**config.mk**
```make
export PLATFORM = sky130hd
export DESIGN_NAME = bcd_count_ctrl
export DESIGN_NICKNAME = d
export VERILOG_FILES = /design/src/rtl/bcd_count_pkg.sv /design/src/rtl/bcd_digit.sv /design/src/rtl/bcd_count_ctrl.sv
export SDC_FILE = /design/constraint.sdc
export NUM_CORES = 1
export LEC_CHECK = 0
export ABC_AREA = 1
export CAP_MARGIN = 5
export CELL_PAD_IN_SITES_DETAIL_PLACEMENT = 1
export CELL_PAD_IN_SITES_GLOBAL_PLACEMENT = 1
export CORE_MARGIN = 1.5
export CORE_UTILIZATION = 40
export CTS_BUF_LIST = sky130_fd_sc_hd__clkbuf_16
export DETAILED_ROUTE_END_ITERATION = 10
export PLACE_DENSITY = 0.94
export SYNTH_ARGS = -nofsm -noshare
export SYNTH_HDL_FRONTEND = slang
export SYNTH_SLANG_ARGS = --single-unit
```
**constraint.sdc**
```tcl
create_clock -name clk_i -period 2.3 [get_ports clk_i]
set_clock_uncertainty 0.2 [all_clocks]
set_input_delay 0.69 -clock clk_i [delete_from_list [all_inputs] [get_ports clk_i]]
set_output_delay 0.69 -clock clk_i [all_outputs]
set_load 0.02 [all_outputs]
```
**src/rtl/bcd_count_pkg.sv**
```systemverilog
// Shared encodings for the BCD count controller: command opcodes, FSM states
// and the largest legal BCD digit value.
package bcd_count_pkg;

    typedef enum logic [1:0] {
        CMD_CLEAR = 2'b00,
        CMD_START = 2'b01,
        CMD_STOP  = 2'b10,
        CMD_LOAD  = 2'b11
    } cmd_op_e;

    typedef enum logic [1:0] {
        IDLE = 2'b00,
        RUN  = 2'b01,
        LOAD = 2'b10
    } state_e;

    localparam logic [3:0] BCD_MAX = 4'd9;

endpackage

```
**src/rtl/bcd_digit.sv**
```systemverilog
// One BCD decade counter stage with clear, sanitising load and ripple enable.
// Priority: clear over load over increment.
module bcd_digit
    import bcd_count_pkg::*;
(
    input  logic       clk_i,
    input  logic       rst_ni,
    input  logic       en_i,
    input  logic       clr_i,
    input  logic       ld_i,
    input  logic [3:0] ld_val_i,
    output logic [3:0] q_o,
    output logic       at9_o
);

    logic [3:0] q_q;
    logic [3:0] q_d;

    always_comb begin
        q_d = q_q;
        if (clr_i) begin
            q_d = 4'd0;
        end else if (ld_i) begin
            // Non-BCD nibbles are forced to zero so the count stays legal.
            q_d = (ld_val_i > BCD_MAX) ? 4'd0 : ld_val_i;
        end else if (en_i) begin
            q_d = (q_q == BCD_MAX) ? 4'd0 : q_q + 4'd1;
        end
    end

    always_ff @(posedge clk_i or negedge rst_ni) begin
        if (!rst_ni) begin
            q_q <= 4'd0;
        end else begin
            q_q <= q_d;
        end
    end

    assign q_o   = q_q;
    assign at9_o = (q_q == BCD_MAX);

endmodule

```
**src/rtl/bcd_count_ctrl.sv**
```systemverilog
// Command-driven sequencer for a cascade of BCD digits: handshake, FSM,
// prescaler, ripple enables and terminal-count (wrap or saturate) handling.
module bcd_count_ctrl
    import bcd_count_pkg::*;
#(
    parameter int NUM_DIGITS = 4,
    parameter int PRESCALE   = 1,
    parameter bit WRAP       = 1'b1
) (
    input  logic                    clk_i,
    input  logic                    rst_ni,
    input  logic                    cmd_valid_i,
    output logic                    cmd_ready_o,
    input  logic [1:0]              cmd_op_i,
    input  logic [4*NUM_DIGITS-1:0] cmd_data_i,
    output logic [4*NUM_DIGITS-1:0] count_o,
    output logic                    running_o,
    output logic                    tc_o
);

    localparam int PW = (PRESCALE > 1) ? $clog2(PRESCALE) : 1;
    localparam logic [PW-1:0] PRESC_LAST = PW'(PRESCALE - 1);

    state_e                  state_q, state_d;
    logic [PW-1:0]           presc_q, presc_d;
    logic                    tc_q, tc_d;
    logic [4*NUM_DIGITS-1:0] load_data_q, load_data_d;

    cmd_op_e                 op;
    logic                    accept;
    logic                    tick;
    logic                    clr;
    logic                    inc;
    logic                    ld;
    logic [NUM_DIGITS-1:0]   at9;
    logic [NUM_DIGITS:0]     lower9;
    logic                    all9;

    assign op          = cmd_op_e'(cmd_op_i);
    assign cmd_ready_o = (state_q != LOAD);
    assign accept      = cmd_valid_i && cmd_ready_o;
    assign tick        = (state_q == RUN) && (presc_q == PRESC_LAST);
    assign ld          = (state_q == LOAD);

    always_comb begin
        lower9[0] = 1'b1;
        for (int i = 0; i < NUM_DIGITS; i++) begin
            lower9[i+1] = lower9[i] & at9[i];
        end
    end
    assign all9 = lower9[NUM_DIGITS];

    always_comb begin
        state_d     = state_q;
        presc_d     = presc_q;
        tc_d        = 1'b0;
        clr         = 1'b0;
        inc         = 1'b0;
        load_data_d = load_data_q;
        if (accept && op == CMD_LOAD) begin
            load_data_d = cmd_data_i;
        end
        case (state_q)
            IDLE: begin
                if (accept) begin
                    case (op)
                        CMD_START: begin
                            state_d = RUN;
                            presc_d = '0;
                        end
                        CMD_LOAD:  state_d = LOAD;
                        CMD_CLEAR: clr = 1'b1;
                        default:   ;
                    endcase
                end
            end
            RUN: begin
                // Any command other than START pre-empts a coincident tick.
                if (accept && op != CMD_START) begin
                    presc_d = '0;
                    case (op)
                        CMD_STOP:  state_d = IDLE;
                        CMD_CLEAR: clr = 1'b1;
                        CMD_LOAD:  state_d = LOAD;
                        default:   ;
                    endcase
                end else if (tick) begin
                    presc_d = '0;
                    if (all9) begin
                        tc_d = 1'b1;
                        if (WRAP) begin
                            inc = 1'b1;
                        end else begin
                            state_d = IDLE;
                        end
                    end else begin
                        inc = 1'b1;
                    end
                end else begin
                    presc_d = presc_q + PW'(1);
                end
            end
            LOAD:    state_d = IDLE;
            default: state_d = IDLE;
        endcase
    end

    always_ff @(posedge clk_i or negedge rst_ni) begin
        if (!rst_ni) begin
            state_q     <= IDLE;
            presc_q     <= '0;
            tc_q        <= 1'b0;
            load_data_q <= '0;
        end else begin
            state_q     <= state_d;
            presc_q     <= presc_d;
            tc_q        <= tc_d;
            load_data_q <= load_data_d;
        end
    end

    generate
        for (genvar gi = 0; gi < NUM_DIGITS; gi++) begin : g_digit
            bcd_digit u_digit (
                .clk_i    (clk_i),
                .rst_ni   (rst_ni),
                .en_i     (inc & lower9[gi]),
                .clr_i    (clr),
                .ld_i     (ld),
                .ld_val_i (load_data_q[4*gi +: 4]),
                .q_o      (count_o[4*gi +: 4]),
                .at9_o    (at9[gi])
            );
        end
    endgenerate

    assign running_o = (state_q == RUN);
    assign tc_o      = tc_q;

endmodule

```
==> results.sh <==
export IMPL_run_status="complete, no violations"
export IMPL_synthTopCellsByCount="65 x nand2_1, 36 x dfrtp_1, 36 x inv_1, 36 x nand3_1, 26 x nor2_1"
export IMPL_hpwl_mm=4.86
export IMPL_critical_path_class="reg -> out"
export IMPL_syn_nets=319
export IMPL_ys_seq_area_frac=0.418
export IMPL_drive_gt1_frac=0.110
export IMPL_antenna_found_initial=0
export IMPL_critical_path_top_delay_family="buffers and inverters"
export IMPL_critical_path_max_fanout=6
export IMPL_r2r_start="state_q[1]"
export IMPL_report_final_slew_viol_count=0
export IMPL_numCtsBuffers=5
export IMPL_min_path_type="reg -> reg"
export IMPL_min_period_ns=2.25
export IMPL_p_total_mw=3.07
export IMPL_hp_start="load_data_q[8]"
export IMPL_path_cells="clkdlybuf4s50_1"
export IMPL_power_static_leakage_nw=1.47
export IMPL_drt_initial_drc_count=119
export IMPL_rsz0062_at_grt="no"
export IMPL_cts_tree="done"
export IMPL_grt_ovfl_total=0
export IMPL_syn_avg_cell_area_sq_um=7.43
export IMPL_period_share=0.978
export IMPL_ioPinCount=40
export IMPL_post_cts_buffers=0
export IMPL_postPlaceCellArea_sq_um=2680
export IMPL_wl_per_cell_um=16.1
export IMPL_path_buf_inv=1
export IMPL_synth_flop_cell="dfrtp_1"
export IMPL_initial_core_util=0.419
export IMPL_cp_data_arrival_time_ns=1.36
export IMPL_slew_headroom=0.674
export IMPL_crit_start="g_digit[0].u_digit.q_o[3]"
export IMPL_slowest_delay_ns=0.64
export IMPL_pre_cts_ws_ns=-0.0484
export IMPL_wl_mm=6.66
export IMPL_clockBufferDepth=2
export IMPL_coreArea_sq_um=5140
export IMPL_viasPerCell=5.31
export IMPL_maxCapViolations=0
export IMPL_cts_sinks=36
export IMPL_crit_path_end_kind="primary output"
export IMPL_fmax_mhz=445
export IMPL_synth_top_area_share=0.418
export IMPL_gp_congestion=0.857
export IMPL_yosys_warnings=0
export IMPL_die_h_um=76.4
export IMPL_async_reset_ff_frac=1.00
export IMPL_grt_pass1_vias=2408
export IMPL_layout_nets=372
export IMPL_synth_edff_count=0
export IMPL_insertion_delay_ns=0.28
export IMPL_stdcell_area_sq_um=2820
export IMPL_cp_data_required_time_ns=1.41
export IMPL_clk_pin_slew_ns=0.06
export IMPL_synth_most_common_cell="nand2_1"
export IMPL_tightest_slew_ns=0.489
export IMPL_p_per_area_nw_per_um2=1090
export IMPL_grt_max_degree=37
export IMPL_remaining_drc_errors=0
export IMPL_hold_viol_final=0
export IMPL_antenna_left=0
export IMPL_finalWorstSetupSlack_ns=0.0511
export IMPL_irDropWorstVdd_v=0.000519
export IMPL_synth_cell_area_sq_um=2150
export IMPL_slowest_stage="clkdlybuf4s50_1"
export IMPL_grt_first_pass_wirelength_mm=11.4
export IMPL_yosysUniqueCellTypes=25
export IMPL_grt_usage=0.248
export IMPL_synthTopCellsByArea="dfrtp_1 42%, nand2_1 11%, nand3_1 8.4%, inv_1 6.3%, ha_1 4.6%"
export IMPL_num_vias=2197
export IMPL_cp_start_kind="flip-flop"
export IMPL_portBuffers=39
export IMPL_dieArea_sq_um=5840
export IMPL_fp_row_count=26
export IMPL_final_cells=414
export IMPL_die_w_um=76.4
export IMPL_diodes=0
export IMPL_ys_ff_latch=36
export IMPL_first_pass_iters=4
export IMPL_setup_viol=0
export IMPL_dpl_cell_count=406
export IMPL_synth_cells=290
export IMPL_synthToLayoutAreaGrowth_pct=30.9
export IMPL_ctsRootBufferMaster="clkbuf_16"
export IMPL_yosysTopAreaCell="dfrtp_1"
export IMPL_cts_max_level=2
==> worst min-delay path, cell delays in order (launching register included) <==
cell,delay (ns)
dfrtp_1,0.35
nand2_1,0.05
o21ai_0,0.06
==> kinds of logic (layout without fill, tap and decap cells) <==
| group | count (synthesis) | after routing | share of synthesized area |
|---|---|---|---|
| AO/OA/AOI/OAI | 47 | 47 | 0.117 |
| adder cells (fa/ha/maj) | 8 | 8 | 0.0465 |
| buffers and inverters | 49 | 103 | 0.102 |
| AND/OR/NAND/NOR | 150 | 150 | 0.316 |
| flip-flops | 36 | 36 | 0.418 |
==> timing repair <==
action,4_1_cts,5_1_grt
endpoints found under the hold margin,0,0
gates resized for setup,2,2
endpoints found under the setup margin,2,2
hold buffers,0,0
==> registers in the layout (all words and copies together) (netlist names) <==
name	cells
g_digit.u_digit.q_o	16
load_data_q	16
state_q	2
presc_q	1
tc_o	1
==> final timing paths <==
| path | slack (ns) | to | depth (start not counted) |
|---|---|---|---|
| setup / recovery | 0.05 | count_o[3] | 1 |
| hold / removal | 0.30 | load_data_q[8] | 2 |
| setup reg to reg | 0.32 | g_digit[0].u_digit.q_o[2] | 8 |
| hold reg to reg | 0.30 | load_data_q[8] | 2 |
| max in group asynchronous | 0.91 | g_digit[1].u_digit.q_o[2] | 2 |
| min in group asynchronous | 0.64 | g_digit[0].u_digit.q_o[1] | 2 |
==> stage by stage <==
stage	TNS (ns)	utilization	hold WS [ns]
6_report	0	0.549	0.300
5_1_grt	0	0.549	0.340
4_1_cts	0	0.548	0.303
3_5_place_dp	-0.231	0.521	0.289
3_3_place_gp	0	0.521	0.275
2_1_floorplan	0	-	0.194
==> layout make-up <==
cell class	count	area, sq um
Clock buffer	5	125
Clock inverter	3	13.8
Inverter	41	154
Timing Repair Buffer	54	505
Fill cell	682	2320
Multi-Input combinational cell	205	1030
Tap cell	70	87.6
Sequential cell	36	901
==> where the power goes <==
| group | total (mW) | internal, mW | switching, mW | leakage, nW |
|---|---|---|---|---|
| Clock | 0.658 | 0.393 | 0.264 | 0.0710 |
| Sequential | 1.04 | 0.818 | 0.220 | 0.444 |
| Combinational | 1.38 | 0.592 | 0.783 | 0.954 |
| Total | 3.07 | 1.80 | 1.27 | 1.47 |
==> placed cells by master, fill, tap and decap left out <==
cell,n
inv_1,36
o41ai_1,1
clkbuf_16,5
o2111a_1,1
a21oi_1,19
inv_2,5
clkinv_2,2
nor3_1,5
o211ai_1,3
dfrtp_1,36
buf_4,15
nand2_1,65
nor2_1,26
dlymetal6s2s_1,2
nand3b_1,3
o21ai_1,4
nand4_1,3
o21ai_0,19
nor2_4,2
nand3_1,36
clkdlybuf4s50_1,35
nand2_2,6
nand4_2,1
clkinv_1,1
or2_2,1
nor3b_1,1
dlygate4sd2_1,2
nor2_2,1
ha_1,8
==> metal layers <==
layer  GRT usage  wire length [um]  up-vias
met3      0.0467               253       19
met4       0.130               201        0
met1       0.278              2800     1065
li1            -                 -     1050
met2       0.444              3410       63
met5           0                 0        -
Note: power is estimated with default switching activity, not from simulation.
